`src/rtl/apb_master_arbiter_if.sv`:
```
// Bundles the requester-side and APB-side signals of apb_master_arbiter.
// No logic of its own; latency and flow control come from the arbiter.
// master modport is the arbiter's view, slave modport is the environment's view.
interface apb_master_arbiter_if #(
  parameter int NREQ   = 2,
  parameter int ADDR_W = 32,
  parameter int DATA_W = 32
);
  logic [NREQ-1:0]        req_valid;
  logic [NREQ-1:0]        req_write;
  logic [NREQ*ADDR_W-1:0] req_addr;
  logic [NREQ*DATA_W-1:0] req_wdata;
  logic [NREQ-1:0]        req_ready;
  logic [NREQ-1:0]        rsp_valid;
  logic [DATA_W-1:0]      rsp_rdata;
  logic                   rsp_err;
  logic                   busy;
  logic                   PSEL;
  logic                   PENABLE;
  logic                   PWRITE;
  logic [ADDR_W-1:0]      PADDR;
  logic [DATA_W-1:0]      PWDATA;
  logic [DATA_W-1:0]      PRDATA;
  logic                   PREADY;

  modport master (
    input  req_valid, req_write, req_addr, req_wdata, PRDATA, PREADY,
    output req_ready, rsp_valid, rsp_rdata, rsp_err, busy,
           PSEL, PENABLE, PWRITE, PADDR, PWDATA
  );

  modport slave (
    output req_valid, req_write, req_addr, req_wdata, PRDATA, PREADY,
    input  req_ready, rsp_valid, rsp_rdata, rsp_err, busy,
           PSEL, PENABLE, PWRITE, PADDR, PWDATA
  );
endinterface

```
`src/rtl/apb_master_arbiter.sv`:
```
// Round-robin arbiter sharing one APB slave between NREQ requesters, one transfer in flight.
// Grant to response is 3 cycles minimum, +1 per PREADY wait, abort after TIMEOUT ACCESS cycles.
// Requesters wait on req_ready (held off while a transfer runs); the APB side stalls on PREADY.
module apb_master_arbiter #(
  parameter int NREQ    = 2,
  parameter int ADDR_W  = 32,
  parameter int DATA_W  = 32,
  parameter int TIMEOUT = 16
) (
  input  logic PCLK,
  input  logic PRESETn,
  apb_master_arbiter_if.master bus
);

  localparam int PTR_W = (NREQ > 1) ? $clog2(NREQ) : 1;
  localparam int CNT_W = $clog2(TIMEOUT + 1);

  localparam logic [1:0] IDLE   = 2'd0;
  localparam logic [1:0] SETUP  = 2'd1;
  localparam logic [1:0] ACCESS = 2'd2;

  logic [1:0]        state;
  logic [1:0]        state_nxt;
  logic [PTR_W-1:0]  ptr;
  logic [PTR_W-1:0]  owner;
  logic [CNT_W-1:0]  wait_cnt;

  logic              win_found;
  logic [PTR_W-1:0]  win_idx;
  logic [PTR_W:0]    cand;
  logic [PTR_W:0]    ptr_inc;
  logic [PTR_W-1:0]  ptr_nxt;
  logic              sel_write;
  logic [ADDR_W-1:0] sel_addr;
  logic [DATA_W-1:0] sel_wdata;

  logic              timeout_hit;
  logic              done;
  logic              accept;
  logic              grant;

  // A transfer ends either on PREADY or on the last allowed wait cycle; PREADY wins a tie.
  assign timeout_hit = (state == ACCESS) && !bus.PREADY && (wait_cnt == CNT_W'(TIMEOUT - 1));
  assign done        = (state == ACCESS) && (bus.PREADY || timeout_hit);
  assign accept      = (state == IDLE) || done;
  assign grant       = accept && win_found;

  assign bus.req_ready = (PRESETn && grant) ? (NREQ'(1) << win_idx) : '0;

  // Round-robin search starting at ptr, wrapping modulo NREQ.
  always_comb begin
    win_found = 1'b0;
    win_idx   = '0;
    cand      = '0;
    for (int k = 0; k < NREQ; k++) begin
      cand = {1'b0, ptr} + (PTR_W+1)'(k);
      if (cand >= (PTR_W+1)'(NREQ)) cand = cand - (PTR_W+1)'(NREQ);
      if (!win_found && bus.req_valid[cand[PTR_W-1:0]]) begin
        win_found = 1'b1;
        win_idx   = cand[PTR_W-1:0];
      end
    end
  end

  // Pointer moves to the requester just after the winner.
  always_comb begin
    ptr_inc = {1'b0, win_idx} + (PTR_W+1)'(1);
    ptr_nxt = (ptr_inc == (PTR_W+1)'(NREQ)) ? '0 : ptr_inc[PTR_W-1:0];
  end

  // Select the winner's command fields from the packed request buses.
  always_comb begin
    sel_write = 1'b0;
    sel_addr  = '0;
    sel_wdata = '0;
    for (int k = 0; k < NREQ; k++) begin
      if (win_idx == PTR_W'(k)) begin
        sel_write = bus.req_write[k];
        sel_addr  = bus.req_addr[k*ADDR_W +: ADDR_W];
        sel_wdata = bus.req_wdata[k*DATA_W +: DATA_W];
      end
    end
  end

  // Next-state logic: a completion with a pending request goes straight back to SETUP.
  always_comb begin
    state_nxt = state;
    case (state)
      IDLE:    state_nxt = grant ? SETUP : IDLE;
      SETUP:   state_nxt = ACCESS;
      ACCESS:  if (done) state_nxt = grant ? SETUP : IDLE;
      default: state_nxt = IDLE;
    endcase
  end

  // Sequencer, command capture, wait counter and response registers.
  always_ff @(posedge PCLK) begin
    if (!PRESETn) begin
      state         <= IDLE;
      ptr           <= '0;
      owner         <= '0;
      wait_cnt      <= '0;
      bus.PSEL      <= 1'b0;
      bus.PENABLE   <= 1'b0;
      bus.busy      <= 1'b0;
      bus.PWRITE    <= 1'b0;
      bus.PADDR     <= '0;
      bus.PWDATA    <= '0;
      bus.rsp_valid <= '0;
      bus.rsp_rdata <= '0;
      bus.rsp_err   <= 1'b0;
    end else begin
      state       <= state_nxt;
      bus.PSEL    <= (state_nxt != IDLE);
      bus.PENABLE <= (state_nxt == ACCESS);
      bus.busy    <= (state_nxt != IDLE);

      if (grant) begin
        ptr        <= ptr_nxt;
        owner      <= win_idx;
        bus.PWRITE <= sel_write;
        bus.PADDR  <= sel_addr;
        bus.PWDATA <= sel_wdata;
      end

      if (state == SETUP)
        wait_cnt <= '0;
      else if (state == ACCESS && !bus.PREADY)
        wait_cnt <= wait_cnt + CNT_W'(1);

      if (done) begin
        bus.rsp_valid <= NREQ'(1) << owner;
        bus.rsp_err   <= timeout_hit;
        bus.rsp_rdata <= (bus.PREADY && !bus.PWRITE) ? bus.PRDATA : '0;
      end else begin
        bus.rsp_valid <= '0;
        bus.rsp_err   <= 1'b0;
        bus.rsp_rdata <= '0;
      end
    end
  end

endmodule

```
`src/flat_wrapper.sv`:
```
// flat-port wrapper written by rule: the top's interface ports become plain ports
module apb_master_arbiter_flat 
#(
  parameter int NREQ    = 2,
  parameter int ADDR_W  = 32,
  parameter int DATA_W  = 32,
  parameter int TIMEOUT = 16
)
  (PCLK, PRESETn, bus_req_valid, bus_req_write, bus_req_addr, bus_req_wdata, bus_PRDATA, bus_PREADY, bus_req_ready, bus_rsp_valid, bus_rsp_rdata, bus_rsp_err, bus_busy, bus_PSEL, bus_PENABLE, bus_PWRITE, bus_PADDR, bus_PWDATA);
  apb_master_arbiter_if #(.NREQ(NREQ), .ADDR_W(ADDR_W), .DATA_W(DATA_W)) bus_i ();
  input  logic PCLK;
  input  logic PRESETn;
  input wire logic [$bits(bus_i.req_valid)-1:0] bus_req_valid;
  input wire logic [$bits(bus_i.req_write)-1:0] bus_req_write;
  input wire logic [$bits(bus_i.req_addr)-1:0] bus_req_addr;
  input wire logic [$bits(bus_i.req_wdata)-1:0] bus_req_wdata;
  input wire logic [$bits(bus_i.PRDATA)-1:0] bus_PRDATA;
  input wire logic [$bits(bus_i.PREADY)-1:0] bus_PREADY;
  output wire logic [$bits(bus_i.req_ready)-1:0] bus_req_ready;
  output wire logic [$bits(bus_i.rsp_valid)-1:0] bus_rsp_valid;
  output wire logic [$bits(bus_i.rsp_rdata)-1:0] bus_rsp_rdata;
  output wire logic [$bits(bus_i.rsp_err)-1:0] bus_rsp_err;
  output wire logic [$bits(bus_i.busy)-1:0] bus_busy;
  output wire logic [$bits(bus_i.PSEL)-1:0] bus_PSEL;
  output wire logic [$bits(bus_i.PENABLE)-1:0] bus_PENABLE;
  output wire logic [$bits(bus_i.PWRITE)-1:0] bus_PWRITE;
  output wire logic [$bits(bus_i.PADDR)-1:0] bus_PADDR;
  output wire logic [$bits(bus_i.PWDATA)-1:0] bus_PWDATA;
  assign bus_i.req_valid = bus_req_valid;
  assign bus_i.req_write = bus_req_write;
  assign bus_i.req_addr = bus_req_addr;
  assign bus_i.req_wdata = bus_req_wdata;
  assign bus_i.PRDATA = bus_PRDATA;
  assign bus_i.PREADY = bus_PREADY;
  assign bus_req_ready = bus_i.req_ready;
  assign bus_rsp_valid = bus_i.rsp_valid;
  assign bus_rsp_rdata = bus_i.rsp_rdata;
  assign bus_rsp_err = bus_i.rsp_err;
  assign bus_busy = bus_i.busy;
  assign bus_PSEL = bus_i.PSEL;
  assign bus_PENABLE = bus_i.PENABLE;
  assign bus_PWRITE = bus_i.PWRITE;
  assign bus_PADDR = bus_i.PADDR;
  assign bus_PWDATA = bus_i.PWDATA;
  apb_master_arbiter #(.NREQ(NREQ), .ADDR_W(ADDR_W), .DATA_W(DATA_W), .TIMEOUT(TIMEOUT)) u_core (.PCLK(PCLK), .PRESETn(PRESETn), .bus(bus_i));
endmodule
```
`config.mk`:
```
export PLATFORM = sky130hd
export DESIGN_NAME = apb_master_arbiter_flat
export DESIGN_NICKNAME = d
export VERILOG_FILES = /design/src/rtl/apb_master_arbiter_if.sv /design/src/rtl/apb_master_arbiter.sv /design/src/flat_wrapper.sv
export SDC_FILE = /design/constraint.sdc
export NUM_CORES = 1
export LEC_CHECK = 0
export CAP_MARGIN = 20
export CORE_ASPECT_RATIO = 0.75
export CORE_MARGIN = 1.5
export CORE_UTILIZATION = 42
export CTS_CLUSTER_SIZE = 24
export DETAILED_ROUTE_END_ITERATION = 6
export GPL_ROUTABILITY_DRIVEN = 0
export PLACE_DENSITY = 0.87
export REMOVE_ABC_BUFFERS = 1
export SYNTH_ARGS = -nofsm -noshare
export SYNTH_HDL_FRONTEND = slang
export SYNTH_SLANG_ARGS = --single-unit
```
`constraint.sdc`:
```
create_clock -name PCLK -period 7.2 [get_ports PCLK]
set_clock_uncertainty 0.05 [all_clocks]
set_input_delay 1.44 -clock PCLK [delete_from_list [all_inputs] [get_ports PCLK]]
set_output_delay 1.44 -clock PCLK [all_outputs]
set_load 0.1 [all_outputs]
```
-- Word level (Yosys, flattened, before mapping)
Index checks and enable logic that the tools add are counted.
- add/subtract/negate cells: 5
- magnitude comparators: 4
- equal/unequal tests: 5
- shifts and indexed selects: 2
- multiplexer cells: 18
- bitwise gates (word level): 1
- reduce and logical (&&, ||, !) cells: 17
- operator list (operator ; count):
    two-way mux 32 bit ; 2
    two-way mux 1 bit ; 13
    logical AND 1 bit ; 7
    equality test 2 bit, second input constant ; 3
    case mux 2 bit (3 select lines) ; 1
    adder 5 x 1 -> 5 bit, second input constant ; 1
    equality test 5 x 4 -> 1 bit, second input constant ; 1
    adder 1 x 1 -> 2 bit, second input constant ; 2
    < comparator 1 x 2 -> 1 bit, second input constant ; 2
    two-way mux 2 bit ; 2
    << shifter 1 x 1 -> 2 bit, first input constant ; 2
    logical NOT 1 bit ; 3
    AND reduction 3 bit ; 1
    equality test 2 x 1 -> 1 bit, second input constant ; 1
    >= comparator 1 x 2 -> 1 bit, second input constant ; 1
    >= comparator 2 bit, second input constant ; 1
    logical NOT 2 bit ; 1
    logical OR 1 bit ; 2
    AND reduction 2 bit ; 1
    nonzero test 2 bit ; 1
    OR reduction 2 bit ; 1
    subtractor 1 bit, second input constant ; 2
    NOT 1 bit ; 1
- register bits after elaboration: 111
- input bits: 167
- word-level logic and storage cells: 64

-- Logic depth before layout (Yosys ltp)
- depth in word-level cells: 13
- depth in mapped cells: 10
- depth with buffers taken out: 6

-- Worst setup path after synthesis
OpenSTA, ideal clock, no wires.
- kind: in2out
- start: in bus_PREADY
- end: out bus_req_ready[1]
- arrival time: 4.486 ns
- required time: 5.710 ns
- path slack: 1.224 ns
- cell stages on the path: 7
- cell sequence: buf_2 or3b_1 buf_2 buf_2 buf_1 nand3_1 nor3_1
- word-level cells in the longest chain between the ends: 9
- ends and longest elaborated chain (what ; RTL line ; source):
    start, declared ; flat_wrapper.sv:18 ; input wire logic [$bits(bus_i.PREADY)-1:0] bus_PREADY;
    logical NOT 1 bit ; apb_master_arbiter.sv:43 ; assign timeout_hit = (state == ACCESS) && !bus.PREADY && (wait_cnt == CNT_W'(TIMEOUT - 1));
    logical AND 1 bit (2 in series) ; apb_master_arbiter.sv:43 ;
    logical OR 1 bit * ; apb_master_arbiter.sv:44 ; assign done = (state == ACCESS) && (bus.PREADY || timeout_hit);
    logical AND 1 bit * ; apb_master_arbiter.sv:44 ;
    logical OR 1 bit * ; apb_master_arbiter.sv:45 ; assign accept = (state == IDLE) || done;
    logical AND 1 bit * ; apb_master_arbiter.sv:46 ; assign grant = accept && win_found;
    logical AND 1 bit * ; apb_master_arbiter.sv:48 ; assign bus.req_ready = (PRESETn && grant) ? (NREQ'(1) << win_idx) : '0;
    two-way mux 2 bit * ; apb_master_arbiter.sv:48 ;
    end, declared ; flat_wrapper.sv:19 ; output wire logic [$bits(bus_i.req_ready)-1:0] bus_req_ready;
Mark *: on every way between the ends. The rest lies on a longest branch, timed or not.

-- Worst setup path in the final report
Ends and elaborated chain as after synthesis.

==> flow_summary.json <==
{
  "synth-simple-area-share_pct": 15.1,
  "whs_endpoint": "u_core.bus.rsp_valid[0]",
  "timing.rr.start": "u_core.wait_cnt[0]",
  "numCtsBuffers": 9,
  "cts_tree": "done",
  "grt_pass1_vias": 4657,
  "status": "completed",
  "crit_fanout": 10,
  "nNetsFinal": 922,
  "maxCapViolCount": 0,
  "timing.rr.end": "u_core.bus.PWDATA[10]",
  "syn2layout_area_growth_pct": 61.7,
  "muxShareOfSynthArea_pct": 0,
  "netlist_instances": 530,
  "vias": 5169,
  "rrSetupSlack_ns": 3.63,
  "drive_above_1_share_pct": 8.58,
  "core-area_sq_um": 11100,
  "antenna_cells": 0,
  "syn-cell-area_sq_um": 4820,
  "htree_levels": 3,
  "clock_latency_ns": 0.34,
  "synth_cell_types": 34,
  "cts.sinks": 111,
  "cp.required_ns": 5.71,
  "path_clk_slew_ns": 0.08,
  "ys_ff_latch": 111,
  "async_reset_ff_share_pct": 0,
  "drt_wl_total_mm": 16.6,
  "antenna_found_initial": 0,
  "die_area_sq_um": 12100,
  "cts_root_buf": "clkbuf_16",
  "ys_dominant_reg_cell": "dfxtp_1",
  "finalInstanceArea_sq_um": 7790,
  "worstMarginPinSlew_ns": 1.04,
  "drc": 0,
  "synthAdderAreaFrac_pct": 0.519,
  "finalCritPeriodShare_pct": 63.5,
  "slew_headroom_pct": 30.7,
  "ant_nets": 0,
  "hold_buffers": 0,
  "cp.arrival_ns": 3.08,
  "grt_pass1_wl_mm": 24.6,
  "min_from": "u_core.owner",
  "cts_resized": 0,
  "clockBufferDepth": 2,
  "synth_top_family_by_area": "compound AO/OA/AOI/OAI gates",
  "synth_warnings": 0,
  "vias_per_cell": 5.76,
  "die_w_um": 127,
  "critPathCaptureType": "primary output",
  "rsz0062_at_grt": "no",
  "power_density_nw_per_um2": 245,
  "wl_per_cell_um": 18.5,
  "io_pins": 272,
  "die_y_um": 95.8,
  "fmax_ghz": 0.219,
  "setup_viol": 0,
  "tns_ns": 0,
  "synth_edf_count": 0,
  "worstHoldPathCells": 1,
  "syn_area_per_cell_sq_um": 9.10,
  "drt_iter0_markers": 362,
  "critPathLaunchType": "primary input",
  "min_path_type": "register to register",
  "synth_compound_area_share_pct": 31.7,
  "synth-seq-area-share_pct": 46.1,
  "synth_xor_area_share_pct": 0,
  "grt_usage_pct": 25.6,
  "critPathKind": "primary input to primary output",
  "postCtsSetupBuffers": 0,
  "grt_start_max_net_pins": 70,
  "io_buffers": 271,
  "overflow": 0,
  "leakage_uw": 0.00272,
  "num_rows": 33,
  "hold_viol": 0,
  "dp_hpwl_mm": 11.3,
  "finalCriticalPeriod_ns": 4.57,
  "drt-pass1-iter-count": 4,
  "drv_slew": 0,
  "placed_cell_area_sq_um": 7480,
  "start_util_pct": 43.6,
  "vdd_drop_max_v": 0.000150,
  "reg2reg_depth": 8
}
[placed cells by master (no fill, tap or decap), types with 2 or more instances in the layout]
| master | netlist | layout |
|---|---|---|
| inv_2 | 2 | 2 |
| buf_4 | 1 | 8 |
| a311oi_1 | 35 | 35 |
| o21ai_0 | 70 | 70 |
| inv_1 | 4 | 4 |
| and2_1 | 38 | 37 |
| a21oi_1 | 71 | 71 |
| clkbuf_16 | 0 | 9 |
| nand3_1 | 70 | 70 |
| nor3_1 | 4 | 4 |
| dfxtp_1 | 111 | 111 |
| nor3b_1 | 4 | 3 |
| clkdlybuf4s50_1 | 0 | 268 |
| ha_1 | 2 | 2 |
| nor2_1 | 4 | 4 |
| clkinv_2 | 0 | 3 |
| a311oi_2 | 30 | 30 |
| clkinv_4 | 0 | 2 |
| o21a_1 | 2 | 2 |
[Yosys cell counts, types with 2 or more instances]
| cell type | number | share of area, % |
|---|---|---|
| nor3b_1 | 4 | 0.62 |
| buf_6 | 4 | 0.93 |
| buf_1 | 5 | 0.39 |
| nand2b_1 | 2 | 0.26 |
| nor2_1 | 4 | 0.31 |
| o21ai_0 | 70 | 7.3 |
| a21oi_1 | 71 | 7.4 |
| and2_1 | 38 | 4.9 |
| o21a_1 | 2 | 0.31 |
| dfxtp_1 | 111 | 46 |
| clkbuf_1 | 50 | 3.9 |
| inv_1 | 4 | 0.31 |
| buf_2 | 7 | 0.73 |
| a311oi_2 | 30 | 9.3 |
| a311oi_1 | 35 | 6.4 |
| nor3_1 | 4 | 0.42 |
| inv_2 | 2 | 0.16 |
| nand3_1 | 70 | 7.3 |
| ha_1 | 2 | 0.52 |
[flip-flops by register name, summed over array words and instances (netlist names)]
register	cells
u_core.bus.rsp_valid	2
u_core.bus.busy	1
u_core.ptr	1
u_core.bus.rsp_err	1
u_core.bus.PWRITE	1
u_core.state	2
u_core.bus.rsp_rdata	32
u_core.bus.PWDATA	32
u_core.bus.PADDR	32
u_core.bus.PENABLE	1
u_core.owner	1
u_core.wait_cnt	5
[report_power, final]
part	total (uW)	internal, uW	switching (uW)	leakage, uW
logic	714	218	496	0.00166
registers	692	661	31.1	0.000913
clock network	500	271	229	0.000150
total	1910	1150	757	0.00272
[routing by layer]
metal,vias up,GRT usage [%],part of all wire (%)
met5,-,0,0
met4,0,8.05,2.2
met3,33,5.73,8.2
met2,273,43.6,49
met1,2443,32.8,41
li1,2420,-,-
[cell families after synthesis]
logic type	Yosys count
fa+ha+maj	2
compound gates	214
flops	111
simple gates	130
buf+inv	73
[worst max path at each step]
stage | start | end | cells past startpoint
2_1_floorplan | bus_PREADY | bus_req_ready[1] | 3
3_3_place_gp | bus_req_valid[0] | bus_req_ready[1] | 4
3_5_place_dp | bus_req_valid[0] | bus_req_ready[1] | 4
4_1_cts | bus_req_valid[0] | bus_req_ready[1] | 4
5_1_grt | bus_PREADY | bus_req_ready[1] | 5
6_report | bus_PREADY | bus_req_ready[1] | 5
[through the flow]
| step | setup WS [ns] | total power, uW | hold slack (ns) | std cells | util [%] |
|---|---|---|---|---|---|
| after floorplan | 0.796 | 1170 | 0.361 | 463 | - |
| after global placement | 2.35 | 1400 | 0.410 | 880 | 67.5 |
| after detailed placement | 2.32 | 1410 | 0.429 | 881 | 67.6 |
| after CTS | 2.31 | 1910 | 0.442 | 897 | 70.3 |
| after global routing | 2.55 | 1970 | 0.454 | 898 | 70.4 |
| final | 2.63 | 1910 | 0.439 | 898 | 70.4 |
[area by class of cell]
type	count	area [sq um]
flip-flops and latches	111	2220
multi-input cells	346	2300
inverters	6	22.5
clock buffers	9	225
fillers	815	3270
well taps	140	175
clock inverters	7	71.3
repair buffers	279	2780
[critical path, stage by stage]
cell and delay (ns):
clkdlybuf4s50_1 0.57, or3b_2 0.55, nand3_1 0.17, nor3_1 0.07
buf_4 0.28
(Power assumes the default switching activity.)
==> RTL edit 1, RTL diff (same settings) <==
`TIMEOUT` is set to 16 in 2 places; all go to 32.
--- a/src/rtl/apb_master_arbiter.sv
+++ b/src/rtl/apb_master_arbiter.sv
@@ -5,7 +5,7 @@
   parameter int NREQ    = 2,
   parameter int ADDR_W  = 32,
   parameter int DATA_W  = 32,
-  parameter int TIMEOUT = 16
+  parameter int TIMEOUT = 32
 ) (
   input  logic PCLK,
   input  logic PRESETn,
--- a/src/flat_wrapper.sv
+++ b/src/flat_wrapper.sv
@@ -4,7 +4,7 @@
   parameter int NREQ    = 2,
   parameter int ADDR_W  = 32,
   parameter int DATA_W  = 32,
-  parameter int TIMEOUT = 16
+  parameter int TIMEOUT = 32
 )
   (PCLK, PRESETn, bus_req_valid, bus_req_write, bus_req_addr, bus_req_wdata, bus_PRDATA, bus_PREADY, bus_req_ready, bus_rsp_valid, bus_rsp_rdata, bus_rsp_err, bus_busy, bus_PSEL, bus_PENABLE, bus_PWRITE, bus_PADDR, bus_PWDATA);
   apb_master_arbiter_if #(.NREQ(NREQ), .ADDR_W(ADDR_W), .DATA_W(DATA_W)) bus_i ();
Check against the original RTL: same outputs for any inputs over 10 cycles, from zero or initial values and one cycle with PRESETn low; that may be too few to reach the edited logic, so the function may still have changed.
==> RTL edit 1 against the original RTL <==
Final area rose by 3.3%; total power is 0.64% higher; maximum frequency down 19%; critical path depth decreased by 1; setup slack worse by 1100 ps; routed wire length decreased by 19%; sequential cell count is 1 higher; sequential share of layout area decreased by 0.66 points; synthesized area up 5.0%; count of clock-buffer cells in the layout up 1.
==> RTL edit 1: results (changes against the original RTL) <==
Post-DP HPWL - 10.3 mm (-9.5%)
Worst path max stage delay - 1190 ps (+620 ps)
share of cells above drive strength 1 - 0.149 (+0.0637)
most frequent cells after synthesis - dfxtp_1, mux2i_1, a311oi_2, a21oi_1, and2_1
worst relative slew slack - 0.305 (-0.00255)
arrival time of the worst setup path - 4150 ps (+1070 ps)
Initial DRC Count - 138 (-62%)
drt wl/cell - 15.8 um (-14%)
fillcell total - 877 (+7.6%)
Post-Synthesis Cells - 441 (-17%)
VDD IR-drop max - 0.120 mV (-20%)
pre-CTS setup slack - 1590 ps (-728 ps)
Pleak - 0.00288 uW (+6.0%)
largest net degree at the start of global routing - 79 (+13%)
Seq/Total Area, Yosys - 0.443 (-0.0179)
first-pass GRT wire length - 20.9 mm (-15%)
number of diodes - 0 (unchanged)
outcome - finished, final reports clean
Critical Path Fanout Max - 31 (+21)
unique cell type count in the Yosys netlist - 34 (unchanged)
Reg clk slew, reported paths - 70 ps
vias in the first global route - 4129 (-11%)
Non-Filler Instances - 851 (-5.2%)
top cells by area, synth - dfxtp_1, a311oi_2, mux2i_1
Post-Place Cells - 835 (-5.2%)
Vias - 4233 (-18%)
Overall Global Routing Usage - 0.208 (-0.0483)
[RTL edit 1: cell count changes after synthesis, moves of 11 or more]
cell / change
mux2i_1: +67
clkbuf_1: -32
nand3_1: -70
a311oi_2: +34
nor2_1: +11
o21ai_0: -69
a311oi_1: -34
a21oi_1: -13
[RTL edit 1: final cells by class]
type,instances,area share
clock buffer,10,0.0284
clock inverter,6,0.00932
inverter,5,0.00249
multi-input combinational,277,0.312
sequential,112,0.278
tap,162,0.0252
timing repair buffer,279,0.344
[RTL edit 1: where the power goes]
group	internal (uW)	switching, uW	leakage [uW]	total, uW
logic	236	483	0.00182	719
clock network	276	230	0.000146	506
registers	666	27.9	0.000921	694
[RTL edit 1: logic make-up after synthesis]
kind of cell | count (synthesis) | share of synthesized area
flip-flops | 112 | 0.443
AO/OA/AOI/OAI | 137 | 0.275
multiplexers | 67 | 0.132
buffers and inverters | 52 | 0.0660
AND/OR/NAND/NOR | 67 | 0.0729
adder cells (fa/ha/maj) | 1 | 0.00247
XOR/XNOR | 5 | 0.00865
[RTL edit 1: routing by layer]
layer	track usage	up-vias	wire, um
met2	0.357	166	6580
met5	0	-	0
met4	0.0462	0	118
li1	-	2122	-
met1	0.256	1936	5650
met3	0.0614	9	1140
[RTL edit 1: worst reg2reg max path: stages, from the launching register on]
cell      delay, ps
dfxtp_1         370
ha_1            210
nand2_1         110
o311ai_4        250
buf_4           610
buf_4           930
a21oi_1         190
a311oi_2        290
[RTL edit 1: through the flow]
step	cell area, um^2	util	hold WS [ps]	TNS (ps)
global placement	7750	0.665	386	0
CTS	8050	0.691	399	0
detailed placement	7750	0.665	384	0
global route	8050	0.691	419	0
finish	8050	0.691	398	0
floorplan	4750	-	363	-83560
[RTL edit 1: path summary, 6_finish.rpt]
path / start / endpoint / slack [ps] / depth (start not counted)
worst min register to register: u_core.owner / u_core.bus.rsp_valid[0] / 400 / 1
worst max register to register: u_core.wait_cnt[0] / u_core.bus.PWDATA[2] / 4090 / 7
worst min-delay path: u_core.owner / u_core.bus.rsp_valid[0] / 400 / 1
worst max-delay path: PRESETn / bus_req_ready[0] / 1560 / 4
==> RTL edit 2, RTL diff (same flow settings) <==
Made on the original files. Reset style: asynchronous (`PRESETn`), changed in one clocked block.
--- a/src/rtl/apb_master_arbiter.sv
+++ b/src/rtl/apb_master_arbiter.sv
@@ -94,7 +94,7 @@
   end
 
   // Sequencer, command capture, wait counter and response registers.
-  always_ff @(posedge PCLK) begin
+  always_ff @(posedge PCLK or negedge PRESETn) begin
     if (!PRESETn) begin
       state         <= IDLE;
       ptr           <= '0;
Check against the original RTL: differs if PRESETn is asserted again (counterexample within 4 cycles, from zero or initial values and one cycle with PRESETn low); with PRESETn held inactive, the same outputs for 10 cycles.
==> RTL edit 2 against the original RTL <==
The run now ends with design-rule violations left; maximum frequency shrank 15%; routed wire length shrank 8.4%; synthesized cell count shrank 31%; final area grew 0.11%; global-route usage shrank 0.98 points; worst hold slack lost 33 ps; sequential cell count is the same; setup slack lost 830 ps; synthesized area shrank 1.6%; utilization grew 0.61 points.
Power is not compared: it rests on default switching activity, and its combinational part moved more than twofold at a synthesized area within 25%.
==> RTL edit 2: results (changes against the original RTL) <==
unique cell type count in the Yosys netlist - 31 (-8.8%)
Post-CTS Setup Bufs - 0 (unchanged)
worst relative slew slack - 0.310 (+0.00254)
first-pass GRT wire length - 23.0 mm (-6.6%)
total chip power - 4070 uW
most frequent cells after synthesis - dfrtp_1, nor4b_1, a221o_1, and2_1, clkbuf_1
CP delay by family, top - buffers and inverters
Final Cycle Share - 0.751 (+0.115)
Worst path max stage delay - 1250 ps (+680 ps)
Post-Place Cells - 742 (-16%)
R2R cell count - 7 (-1)
Overall Global Routing Usage - 0.246 (-0.00983)
first-pass iteration count of the detailed router - 7 (+3)
flop2flop setup slack - 4310 ps (+680 ps)
crit path capture - bus_req_ready[0]
arrival time of the worst setup path - 3910 ps (+830 ps)
Layout Nets - 782 (-15%)
vias in the first global route - 4328 (-7.1%)
DRC viols - 9 (+9)
Seq/Total Area, Yosys - 0.586 (+0.125)
Port Buf Inserts - 271 (unchanged)
share of cells above drive strength 1 - 0.0502 (-0.0356)
FFs w/ async S/R, synth - 1.00 (+1.00)
top cells by area, synth - dfrtp_1, a221o_1, nor4b_1
FF-to-FF Start - u_core.wait_cnt[0]
via/cell ratio - 5.56 (-3.4%)
final WL - 15.2 mm (-8.4%)
end of the worst hold path - u_core.bus.rsp_valid[0]
placed instance area - 7500 um^2 (+0.32%)
worst r2r dst - u_core.bus.PWDATA[1]
Post-CTS Resized - 0 (unchanged)
Hold WS - 407 ps (-32.5 ps)
Root Buffer - clkbuf_16
largest registers - u_core.bus.PADDR (32), u_core.bus.PWDATA (32), u_core.bus.rsp_rdata (32)
Critical Path Fanout Max - 9 (-1)
VDD IR-drop max - 0.366 mV
Initial DRC Count - 202 (-44%)
outcome - finished, violations left
pre-CTS setup slack - 1840 ps (-476 ps)
Non-Filler Instances - 758 (-16%)
Pleak - 0.00315 uW
largest net degree at the start of global routing - 71 (+1.4%)
Post-Synthesis Cells - 368 (-31%)
Post-DP HPWL - 10.3 mm (-9.1%)
number of diodes - 0 (unchanged)
hold path start - u_core.owner
failing checks - design-rule violations
cts-stage hold buffer count - 0 (unchanged)
## RTL edit 2: logic make-up after synthesis
logic type / Yosys count / share of synthesized area
adder cells (fa/ha/maj): 2 / 0.00527
AND/OR/NAND/NOR: 128 / 0.202
buffers and inverters: 48 / 0.0459
flip-flops: 111 / 0.586
AO/OA/AOI/OAI: 77 / 0.157
multiplexers: 2 / 0.00475
## RTL edit 2: layout make-up
type / count / area [um^2]
fillers: 814 / 3180
inverters: 4 / 15.0
clock inverters: 4 / 55.1
clock buffers: 12 / 246
repair buffers: 278 / 2760
well taps: 140 / 175
flip-flops and latches: 111 / 2780
multi-input cells: 209 / 1770
## RTL edit 2: layer usage
layer / vias up / track usage / routed length (um)
met4: 0 / 0.0669 / 238
met5: - / 0 / 0
met2: 180 / 0.434 / 7640
met3: 19 / 0.0589 / 954
li1: 1924 / - / -
met1: 2091 / 0.307 / 6340
